## src/rtl/charmatrix_refresh_sequencer_if.sv

```systemverilog
// Pixel stream from the refresh sequencer to the ws2812b driver.
// One pixel moves on pix_valid & pix_ready.
interface charmatrix_refresh_sequencer_if;
  logic       pix_valid;
  logic       pix_ready;
  logic       pix_last;
  logic [7:0] char_index;
  logic [3:0] color_index;
  logic [5:0] led_in_char;

  modport master (
    output pix_valid, pix_last,
    output char_index, color_index,
    output led_in_char,
    input  pix_ready
  );

  modport slave (
    input  pix_valid, pix_last,
    input  char_index, color_index,
    input  led_in_char,
    output pix_ready
  );
endinterface

```

## src/rtl/charmatrix_refresh_sequencer.sv

```systemverilog
// Frame scheduler for the char-matrix LED strip: walks buffer cells, streams pixels.
// Optional CHARMATRIX_SEQ_AUTOSCROLL_EN replaces base_char with an internal scroll.
module charmatrix_refresh_sequencer #(
  parameter int MAX_CHARS      = 8,
  parameter int CHAR_LEDS      = 35,
  parameter int FRAME_DIV_BITS = 18,
  localparam int AW            = $clog2(MAX_CHARS)
) (
  input  logic          clk,
  input  logic          rst_n,
  input  logic [AW-1:0] last_char,
  input  logic [8:0]    last_led,
  input  logic [AW-1:0] base_char,
  input  logic          refresh_req,
  output logic          buf_rd_en,
  output logic [AW-1:0] buf_rd_addr,
  input  logic [7:0]    buf_char,
  input  logic [3:0]    buf_color,
  charmatrix_refresh_sequencer_if.master px,
  output logic          busy,
  output logic          frame_done,
  output logic          overrun
);

  typedef enum logic [2:0] {
    IDLE, FETCH, LOAD, SEND, DONE
  } state_t;

  state_t state_q, state_d;

  logic [FRAME_DIV_BITS-1:0] div_q;
  logic          pend_q, pend_d;
  logic [AW-1:0] lc_q;
  logic [8:0]    ll_q;
  logic [AW-1:0] slot_q;
  logic [5:0]    lic_q;
  logic [8:0]    cnt_q;
  logic [7:0]    chr_q;
  logic [3:0]    col_q;

  logic          start, go, pv, xfer;
  logic          last_px, cell_end;
  logic [AW-1:0] slot_nx, base_src, base_eff;

  assign start    = (&div_q) | refresh_req;
  assign xfer     = pv & px.pix_ready;
  assign last_px  = (cnt_q == ll_q);
  assign cell_end = (lic_q == 6'(CHAR_LEDS - 1));
  assign slot_nx  = (slot_q == lc_q) ? '0 : AW'(slot_q + 1'b1);

`ifdef CHARMATRIX_SEQ_AUTOSCROLL_EN
  logic [5:0]    fcnt_q;
  logic [AW-1:0] scr_q, scr_nx;
  logic          scr_step;

  assign scr_nx   = (scr_q == lc_q) ? '0 : AW'(scr_q + 1'b1);
  assign scr_step = (state_q == DONE) & (&fcnt_q);
  // a frame chained from DONE must see the scroll step of the frame just ended
  assign base_src = scr_step ? scr_nx : scr_q;

  always_ff @(posedge clk or negedge rst_n) begin
    if (!rst_n) begin
      fcnt_q <= '0;
      scr_q  <= '0;
    end else if (state_q == DONE) begin
      fcnt_q <= fcnt_q + 6'd1;
      if (scr_step) scr_q <= scr_nx;
    end
  end
`else
  assign base_src = base_char;
`endif

  assign base_eff = (base_src > last_char) ? '0 : base_src;

  always_comb begin
    state_d    = state_q;
    pend_d     = pend_q;
    go         = 1'b0;
    pv         = 1'b0;
    buf_rd_en  = 1'b0;
    frame_done = 1'b0;
    overrun    = 1'b0;
    unique case (state_q)
      IDLE:  go = start;
      FETCH: begin
        buf_rd_en = 1'b1;
        state_d   = LOAD;
      end
      LOAD:  state_d = SEND;
      SEND: begin
        pv = 1'b1;
        if (xfer) begin
          if (last_px)       state_d = DONE;
          else if (cell_end) state_d = FETCH;
        end
      end
      DONE: begin
        frame_done = 1'b1;
        state_d    = IDLE;
        go         = pend_q | start;
        pend_d     = pend_q & start;
      end
      default: state_d = IDLE;
    endcase
    if (go) state_d = FETCH;
    if (start && (state_q inside {FETCH, LOAD, SEND})) begin
      if (pend_q) overrun = 1'b1;
      else        pend_d  = 1'b1;
    end
  end

  always_ff @(posedge clk or negedge rst_n) begin
    if (!rst_n) begin
      state_q <= IDLE;
      pend_q  <= 1'b0;
      div_q   <= '0;
    end else begin
      state_q <= state_d;
      pend_q  <= pend_d;
      div_q   <= div_q + 1'b1;
    end
  end

  always_ff @(posedge clk or negedge rst_n) begin
    if (!rst_n) begin
      lc_q   <= '0;
      ll_q   <= '0;
      slot_q <= '0;
      lic_q  <= '0;
      cnt_q  <= '0;
      chr_q  <= '0;
      col_q  <= '0;
    end else if (go) begin
      lc_q   <= last_char;
      ll_q   <= last_led;
      slot_q <= base_eff;
      lic_q  <= '0;
      cnt_q  <= '0;
    end else if (state_q == LOAD) begin
      chr_q <= buf_char;
      col_q <= buf_color;
    end else if (xfer) begin
      cnt_q <= cnt_q + 9'd1;
      if (cell_end) begin
        lic_q  <= '0;
        slot_q <= slot_nx;
      end else begin
        lic_q <= lic_q + 6'd1;
      end
    end
  end

  assign buf_rd_addr    = buf_rd_en ? slot_q : '0;
  assign busy           = (state_q != IDLE);
  assign px.pix_valid   = pv;
  assign px.pix_last    = pv & last_px;
  assign px.char_index  = chr_q;
  assign px.color_index = col_q;
  assign px.led_in_char = lic_q;

endmodule
```

## src/flat_wrapper.sv

```systemverilog
// flat-port wrapper written by rule: the top's interface ports become plain ports
module charmatrix_refresh_sequencer_flat 
#(
  parameter int MAX_CHARS      = 8,
  parameter int CHAR_LEDS      = 35,
  parameter int FRAME_DIV_BITS = 18,
  localparam int AW            = $clog2(MAX_CHARS)
)
  (clk, rst_n, last_char, last_led, base_char, refresh_req, buf_rd_en, buf_rd_addr, buf_char, buf_color, busy, frame_done, overrun, px_pix_valid, px_pix_last, px_char_index, px_color_index, px_led_in_char, px_pix_ready);
  charmatrix_refresh_sequencer_if px_i ();
  input  logic clk;
  input  logic rst_n;
  input  logic [AW-1:0] last_char;
  input  logic [8:0] last_led;
  input  logic [AW-1:0] base_char;
  input  logic refresh_req;
  output logic buf_rd_en;
  output logic [AW-1:0] buf_rd_addr;
  input  logic [7:0] buf_char;
  input  logic [3:0] buf_color;
  output logic busy;
  output logic frame_done;
  output logic overrun;
  output wire logic [$bits(px_i.pix_valid)-1:0] px_pix_valid;
  output wire logic [$bits(px_i.pix_last)-1:0] px_pix_last;
  output wire logic [$bits(px_i.char_index)-1:0] px_char_index;
  output wire logic [$bits(px_i.color_index)-1:0] px_color_index;
  output wire logic [$bits(px_i.led_in_char)-1:0] px_led_in_char;
  input wire logic [$bits(px_i.pix_ready)-1:0] px_pix_ready;
  assign px_pix_valid = px_i.pix_valid;
  assign px_pix_last = px_i.pix_last;
  assign px_char_index = px_i.char_index;
  assign px_color_index = px_i.color_index;
  assign px_led_in_char = px_i.led_in_char;
  assign px_i.pix_ready = px_pix_ready;
  charmatrix_refresh_sequencer #(.MAX_CHARS(MAX_CHARS), .CHAR_LEDS(CHAR_LEDS), .FRAME_DIV_BITS(FRAME_DIV_BITS)) u_core (.clk(clk), .rst_n(rst_n), .last_char(last_char), .last_led(last_led), .base_char(base_char), .refresh_req(refresh_req), .buf_rd_en(buf_rd_en), .buf_rd_addr(buf_rd_addr), .buf_char(buf_char), .buf_color(buf_color), .px(px_i), .busy(busy), .frame_done(frame_done), .overrun(overrun));
endmodule
```

## config.mk

```make
export PLATFORM = sky130hd
export DESIGN_NAME = charmatrix_refresh_sequencer_flat
export DESIGN_NICKNAME = d
export VERILOG_FILES = /design/src/rtl/charmatrix_refresh_sequencer_if.sv /design/src/rtl/charmatrix_refresh_sequencer.sv /design/src/flat_wrapper.sv
export SDC_FILE = /design/constraint.sdc
export NUM_CORES = 1
export LEC_CHECK = 0
export CAP_MARGIN = 20
export CORE_ASPECT_RATIO = 1.1
export CORE_MARGIN = 2
export CORE_UTILIZATION = 45
export CTS_BUF_LIST = sky130_fd_sc_hd__clkbuf_4 sky130_fd_sc_hd__clkbuf_8
export CTS_CLUSTER_DIAMETER = 30
export DETAILED_ROUTE_END_ITERATION = 6
export DONT_BUFFER_PORTS = 1
export MAX_ROUTING_LAYER = met4
export PLACE_DENSITY = 0.68
export SETUP_SLACK_MARGIN = 0.2
export SYNTH_ARGS = -nofsm -noshare
export SYNTH_HDL_FRONTEND = slang
export SYNTH_SLANG_ARGS = --single-unit
```

## constraint.sdc

```tcl
create_clock -name clk -period 4.47 [get_ports clk]
set_input_delay 0.894 -clock clk [delete_from_list [all_inputs] [get_ports clk]]
set_output_delay 0.894 -clock clk [all_outputs]
set_load 0.02 [all_outputs]
```

Word-level counts from Yosys, hierarchy flattened
Index checks and enable logic that the tools add are counted.
{ "totals": {"wordCells": 71, "regBits": 64, "out_inout_bits": 27} }
{ "op_classes": {"n_eq_ne": 11, "mux": 28, "bitwise": 6, "addsub": 4, "magnitude_cmp": 1, "reduce_logical": 11} }
{ "op_table": {"columns": ["cell", "count"], "rows": [
  ["2-to-1 mux 3 bit", 11],
  ["2-to-1 mux 9 bit", 3],
  ["2-to-1 mux 6 bit", 4],
  ["adder 18 x 1 -> 18 bit (second input constant)", 1],
  ["AND reduction 18 bit", 1],
  ["case mux 3 bit (4 select lines)", 1],
  ["adder 9 x 1 -> 9 bit (second input constant)", 1],
  ["== test 9 bit", 1],
  ["2-to-1 mux 1 bit", 8],
  ["adder 6 x 1 -> 6 bit (second input constant)", 1],
  ["== test 3 x 2 -> 1 bit (second input constant)", 2],
  ["== test 6 bit (second input constant)", 1],
  ["AND reduction 3 bit", 2],
  ["nonzero test 3 bit", 2],
  ["!= test 2 x 1 -> 1 bit (second input constant)", 2],
  ["!= test 4 x 1 -> 1 bit (second input constant)", 1],
  ["AND reduction 2 bit", 2],
  ["nonzero test 2 bit", 2],
  ["adder 3 x 1 -> 3 bit (second input constant)", 1],
  ["AND 1 bit", 3],
  ["== test 3 x 1 -> 1 bit (second input constant)", 1],
  ["== test 3 bit", 1],
  ["== test 3 bit (second input constant)", 1],
  ["> comparator 3 bit", 1],
  ["6 further kinds", 7]
]} }

Longest topological paths before layout
Gate-level depths: netlist of run 1.
{ "depth": {"depth_word": 6, "ltp_mapped": 8} }

Worst setup path after synthesis of run 1
Ideal clock, no wire load.
{ "synth_path": {"path_type": "reg2out", "start": "register u_core.div_q[6]", "end": "output port overrun", "arrival_time_ns": 2.015, "path_stages_with_launch": 6, "n_path_buf": 0, "setup_slack_ns": 1.561, "required_time_ns": 3.576, "path_cell_list": "dfrtp_1 nand4_2 or4_4 nor2_1 nor2_1 nor4b_1"} }
{ "synth_via": {"elab_chain_cells": 4} }
{ "synth_rtl": {"columns": ["item", "line", "source"], "rows": [
  ["start: declaration", "charmatrix_refresh_sequencer.sv:31", "logic [FRAME_DIV_BITS-1:0] div_q;"],
  ["start signal: assignment", "charmatrix_refresh_sequencer.sv:121", "div_q <= div_q + 1'b1;"],
  ["AND reduction 18 bit", "charmatrix_refresh_sequencer.sv:45", "assign start = (&div_q) | refresh_req;"],
  ["OR 1 bit", "charmatrix_refresh_sequencer.sv:45", null],
  ["logical AND 1 bit", "charmatrix_refresh_sequencer.sv:107", "if (start && (state_q inside {FETCH, LOAD, SEND})) begin"],
  ["2-to-1 mux 1 bit", "charmatrix_refresh_sequencer.sv:107", null],
  ["end: declaration", "flat_wrapper.sv:23", "output logic overrun;"]
]} }
Every way passes these cells.

Worst setup path in the final report of run 1
Same ends and word-level chain as after synthesis.

==> results of run 1 <==
==> power by group through the flow <==
stage          sequential, µW  clock, µW  combinational [µW]
2_1_floorplan             901          0                 220
3_3_place_gp              934          0                 239
3_5_place_dp              936          0                 250
4_1_cts                   927        530                 252
5_1_grt                   948        554                 286
6_report                  924        518                 248
==> path summary, 6_finish.rpt <==
check	slack, ns	end	start	depth (start not counted)
worst max register to register	2.18	u_core.slot_q[1]	u_core.px.led_in_char[0]	7
worst max-delay path	1.33	overrun	u_core.div_q[6]	6
max in group asynchronous	4.10	u_core.div_q[6]	rst_n	0
worst min-delay path	0.24	u_core.px.led_in_char[5]	rst_n	0
min in group clk	0.47	u_core.div_q[0]	u_core.div_q[0]	1
worst min register to register	0.47	u_core.div_q[0]	u_core.div_q[0]	1
==> cell type report <==
type,instances,area (µm²)
clock buffers,13,172.7
repair buffers,3,30.03
clock inverters,2,37.54
well taps,82,102.6
multi-input cells,216,1371
fillers,607,3248
flip-flops and latches,64,1602
inverters,8,30.03
==> state kept, by name (all words and copies together) (netlist names), 3 cells and up <==
signal,cells
u_core.div_q,18
u_core.cnt_q,9
u_core.ll_q,9
u_core.px.char_index,8
u_core.px.led_in_char,6
u_core.px.color_index,4
u_core.lc_q,3
u_core.slot_q,3
u_core.state_q,3
==> logic make-up (layout without fill, tap and decap cells) <==
family / Yosys count / count (layout) / synth area share, %
buf+inv: 17 / 26 / 3.182
flops: 64 / 64 / 52.22
mux: 13 / 13 / 4.733
fa+ha+maj: 8 / 8 / 3.264
xor+xnor: 38 / 38 / 10.85
simple gates: 132 / 132 / 20.85
compound gates: 25 / 25 / 4.896
==> critical path, stage by stage, from the launching register on <==
cell and delay [ns]:
dfrtp_1 0.43, nand4_2 0.14, or4_4 0.59, nor2_1 0.16, nor2_1 0.05, nor4b_1 0.33, buf_4 0.21
==> per-stage QoR <==
stage                     std cells  utilization [%]  cell area (µm²)  hold WS [ns]
after floorplan                 297                -             3067        0.4360
after global placement          371            47.21             3113        0.4513
after detailed placement        372            47.44             3128        0.4610
after CTS                       387            50.63             3338        0.2289
after global routing            388            50.74             3346        0.2240
final                           388            50.74             3346        0.2437
==> layer usage <==
metal,GRT usage [%],vias to the layer above,share of wire (%)
met5,-,-,0
met4,8.607,0,2.3
li1,-,1009,-
met1,21.51,1012,43
met2,26.28,55,49
met3,4.800,12,5.8
==> synth_stat cells (3+ instances only) <==
library cell and instances:
nor2_1 25, buf_2 3, nand4_1 7, nor3_1 6, xor2_1 18, xnor2_1 20, a21oi_1 9, dfrtp_1 64
o21ai_1 3, mux2_2 12, nand3_1 15, inv_1 8, ha_1 8, nand2_1 51, and3_1 8, o21ai_0 4
and2_1 3
==> results by group, run 1 <==
Run status
  – Status: finished clean

Clock network
  – Worst-Skew Late Latency: 0.34 ns
  – Post-CTS sizing: 0
  – Clock slew at reported path FFs: 0.07 ns
  – CTS root buf: clkbuf_8
  – CTS buffer count: 9
  – Total setup buffers inserted after CTS: 0
  – H-tree Lvls: 3
  – Clk sinks: 64
  – CTS tree: built
  – Deepest clock path buffer count: 2
  – Hold_buf cts: 0

Power
  – Leak: 0.001543 µW
  – Switching share of power: 32.12%
  – Combinational Power Share: 14.7%
  – PnR Total Power: 1690 µW
  – Pwr Density: 505.2 mW/mm²
  – Internal Power: 1147 µW
  – Clock share of power: 30.6%
  – Reg power frac: 54.7%
  – Maximum vdd drop: 321.3 µV
  – Switching pwr: 543.0 µW

Routing
  – Drt wl/cell: 14.71 µm
  – 1st-pass router iterations: 4
  – DR vias: 2088
  – Starting DRT DRC Count: 93
  – Vias per cell: 5.381
  – Post-Route WL: 5709 µm
  – DRC viols: 0
  – Antenna viol nets, final: 0

Timing
  – # setup viols final: 0
  – Post-route setup TNS: 0 ns
  – Setup WS post-layout: 1.332 ns
  – Slew Viols, Final: 0
  – Crit path time final: 3.138 ns
  – Layout Skew: 0.007475 ns
  – FMAX: 318.7 MHz
  – Worst slew pin tran: 0.9909 ns
  – Fin. Hold Viols: 0
  – RSZ-0062 raised after global routing: no
  – Slew margin rel.: 33.33%
  – Fin crit share: 70.20%

Floorplan
  – Die span in y: 90.58 µm
  – Core area: 0.006594 mm²
  – Die area: 0.007492 mm²
  – Starting Density: 46.51%
  – IO Pins: 58
  – Die width: 82.71 µm
  – Row cnt: 31

Critical path
  – CP arrival: 2.24 ns
  – Critical path capture point type: primary output
  – Worst path required time: 3.58 ns
  – Path type of the worst setup path: reg2out
  – CP Max Fanout: 5
  – Type of origin of the critical path: flip-flop

Global routing
  – Number of global-route vias before repair: 2127
  – Grt ovf: 0
  – First-pass GRT wire length: 9708 µm
  – Initial antenna violation count: 0
  – Largest net degree at the start of global routing: 65
  – Tot GR Track Use: 17.49%

Synthesis
  – EDFF count, synth: 0
  – Asr flop ratio synth: 100.0%
  – Net Count, Synth: 336
  – Register area share after synthesis: 52.22%
  – Synth cell types: 41
  – Top_reg_cell synth: dfrtp_1
  – Synth Instances: 297
  – Synth top area cells: dfrtp_1, nand2_1, xnor2_1
  – Synthesized flop and latch total: 64
  – Avg Inst Size Synth: 10.33 µm²
  – Ys Warns: 0
  – Area leader, netlist: dfrtp_1
  – Share of the synthesized area in the top cell type: 52.22%
  – Mapped Area: 0.003067 mm²

Cells and area
  – Most common cell after layout, fill and taps aside: dfrtp_1
  – Syn-to-layout area delta: 9.098%
  – Commonest cells after routing, fill and taps aside: dfrtp_1, nand2_1, nor2_1
  – N_diodes: 0
  – Share of cells above drive strength 1: 11.76%
  – Nets@finish: 341

Placement
  – Port Buffer Count: 0
  – Hpwl dp: 4043 µm
  – Setup Slack @ Placement: 1.697 ns
  – Placer congestion estimate: 0.8584

Run
  – Maxcap violations: 0

Min path
  – Hold crit path type: in2async
No activity file was read; power rests on OpenSTA's default activity.
==> run 2, diff against run 1 <==
--- a/config.mk
+++ b/config.mk
@@ -14,7 +14,7 @@
 export DETAILED_ROUTE_END_ITERATION = 6
 export DONT_BUFFER_PORTS = 1
 export MAX_ROUTING_LAYER = met4
-export PLACE_DENSITY = 0.68
+export PLACE_DENSITY = 0.7
 export SETUP_SLACK_MARGIN = 0.2
 export SYNTH_ARGS = -nofsm -noshare
 export SYNTH_HDL_FRONTEND = slang
==> constraint.sdc (replaced) <==
create_clock -name clk -period 2.8 [get_ports clk]
set_input_delay 0.56 -clock clk [delete_from_list [all_inputs] [get_ports clk]]
set_output_delay 0.56 -clock clk [all_outputs]
set_load 0.02 [all_outputs]
==> results by group, run 2 (synthesis results as in run 1) <==
Run status
  – Status: finished clean

Placement
  – Post-Place Cells: 375 (+0.81%)
  – Hpwl dp: 3841 µm (-5.0%)
  – Port Buffer Count: 0 (unchanged)
  – Placer congestion estimate: 0.8203 (-4.4%)

Run
  – Maxcap violations: 0 (unchanged)

Cells and area
  – Finished Layout Cells: 396 (+2.1%)
  – Seq. cell area: 0.001602 mm² (unchanged)
  – Max reg flops: 18 (unchanged)
  – Multi-input logic area: 0.001398 mm² (+1.9%)
  – Biggest register: u_core.div_q
  – Biggest regs: u_core.div_q (18), u_core.cnt_q (9), u_core.ll_q (9)
  – Share of cells above drive strength 1: 14.97% (+3.2 points)
  – Nets@finish: 349 (+2.3%)
  – Most common cell after layout, fill and taps aside: dfrtp_1
  – Syn-to-layout area delta: 11.22%
  – Fill cells: 606 (-0.16%)
  – Commonest cells after routing, fill and taps aside: dfrtp_1, nand2_1, nor2_1
  – N_diodes: 0 (unchanged)

Critical path
  – Crit-path cells: ha_4 > nand2_1 > or4_4 > nor2_4 > nor2_1 > nor4b_2 > buf_4
  – Largest delay share family, worst path: simple AND/OR/NAND/NOR gates
  – CP arrival: 2.11 ns (-0.13 ns)
  – Critical Path Slowest Stage Cell: or4_4
  – WP buf/inv: 1 (unchanged)
  – CP Max Fanout: 4 (-1)
  – Path type of the worst setup path: reg2out
  – Crit-path max cell delay: 0.56 ns (-0.03 ns)
  – Critical path capture point type: primary output
  – R2r startpoint: u_core.div_q[0]
  – Worst path required time: 2.24 ns (-1.34 ns)
  – Type of origin of the critical path: flip-flop
  – CP Launch Point: u_core.div_q[0]

Power
  – Leak: 0.001581 µW (+2.5%)
  – Maximum vdd drop: 404.6 µV (+26%)
  – Pwr Density: 764.5 mW/mm² (+51%)

Clock network
  – Clock slew at reported path FFs: 0.07 ns (about the same)
  – CTS buffer count: 9 (unchanged)
  – H-tree Lvls: 3 (unchanged)
  – CTS tree: built
  – Worst-Skew Late Latency: 0.34 ns (about the same)
  – CTS root buf: clkbuf_8
  – Clk sinks: 64 (unchanged)
  – Deepest clock path buffer count: 2 (unchanged)

Timing
  – Layout Skew: 0.008215 ns (+0.0007402 ns)
  – Slew Viols, Final: 0 (unchanged)
  – WHS: 0.06399 ns (-0.1797 ns)
  – Fin crit share: 95.22%
  – Post-route setup TNS: 0 ns (unchanged)
  – Crit path time final: 2.666 ns
  – RSZ-0062 raised after global routing: yes
  – Slew margin rel.: 56.28% (+23 points)
  – FMAX: 375.1 MHz
  – # setup viols final: 0 (unchanged)
  – Worst slew pin tran: 0.6559 ns (-0.3351 ns)
  – Fin. Hold Viols: 0 (unchanged)

Min path
  – Hold crit path type: in2async

Global routing
  – Tot GR Track Use: 17.44% (-0.055 points)
  – Grt ovf: 0 (unchanged)
  – Number of global-route vias before repair: 2205 (+3.7%)
  – Largest net degree at the start of global routing: 65 (unchanged)
  – First-pass GRT wire length: 9777 µm (+0.71%)
  – Initial antenna violation count: 0 (unchanged)

Routing
  – Antenna viol nets, final: 0 (unchanged)
  – 1st-pass router iterations: 5 (+1)
  – Vias per cell: 5.316 (-1.2%)
  – Wl on met1: 2527 µm (+3.1%)
  – DRC viols: 0 (unchanged)
  – Top Layer Used: met4
  – Starting DRT DRC Count: 168 (+81%)
  – Drt wl/cell: 14.42 µm (-2.0%)
  – Routed wl met2: 2775 µm (-0.50%)
  – DR vias: 2105 (+0.81%)
  – Post-Route WL: 5712 µm (about the same)
  – DR WL met3: 295 µm (-11%)

Floorplan
  – Core area: 0.006594 mm² (unchanged)
  – Starting Density: 46.51% (unchanged)
  – Die span in y: 90.58 µm (unchanged)
  – Row cnt: 31 (unchanged)
  – Die area: 0.007492 mm² (unchanged)
  – Die width: 82.71 µm (unchanged)
  – IO Pins: 58 (unchanged)
-- run 2: where the power goes --
group / total (µW) / switching (µW) / leakage (µW) / internal (µW)
clock: 707 / 336 / 0.0000917 / 371
combinational: 423 / 197 / 0.000692 / 226
sequential: 1480 / 356 / 0.000798 / 1120
total: 2610 / 888 / 0.00158 / 1720
-- run 2: metal layers --
layer / global-route usage, % / up-vias
li1: - / 1024
met1: 21.36 / 1026
met4: 7.240 / 0
met3: 3.700 / 10
met2: 27.69 / 45
met5: - / -
-- run 2: cell type report --
class | instances | area share [%]
Sequential cell | 64 | 46.96
Clock inverter | 3 | 0.5136
Multi-Input combinational cell | 216 | 40.98
Timing Repair Buffer | 11 | 3.008
Inverter | 8 | 0.8804
Tap cell | 82 | 3.008
Clock buffer | 12 | 4.659
-- run 2: timing repair --
item	4_1_cts	5_1_grt
setup buffers	5	0
gates cloned	0	0
gates resized for setup	5	0
hold buffers	1	0
endpoints found under the hold margin	64	0
endpoints found under the setup margin	1	1
pin swaps	3	0
-- run 2: through the flow --
step	util, %	power [µW]	setup slack [ns]	instance area [µm²]
final	51.73	2607	0.1338	3411
after global routing	51.73	2763	0.05088	3411
after CTS	51.73	2643	0.1767	3411
after detailed placement	47.67	1897	0.4058	3143
after global placement	47.67	1872	0.4254	3143
after floorplan	-	1790	0.2255	3067
-- run 2: worst reg2reg max path, cell delays in order (launching register included) --
cell and delay, ns:
dfrtp_1 0.41, ha_4 0.15, nand2_1 0.05, or4_4 0.56, buf_4 0.17, o21a_1 0.41, a21oi_1 0.26, a31oi_1 0.06
-- run 2: final timing paths --
path                                                 end  slack [ns]  cells after the start
worst min-delay path            u_core.px.led_in_char[5]        0.06                      1
max in group asynchronous        u_core.px.char_index[5]        2.43                      1
worst min register to register          u_core.div_q[15]        0.47                      1
min in group clk                          u_core.lc_q[0]        0.33                      2
worst max-delay path                             overrun        0.13                      7
worst max register to register          u_core.slot_q[2]        0.58                      7
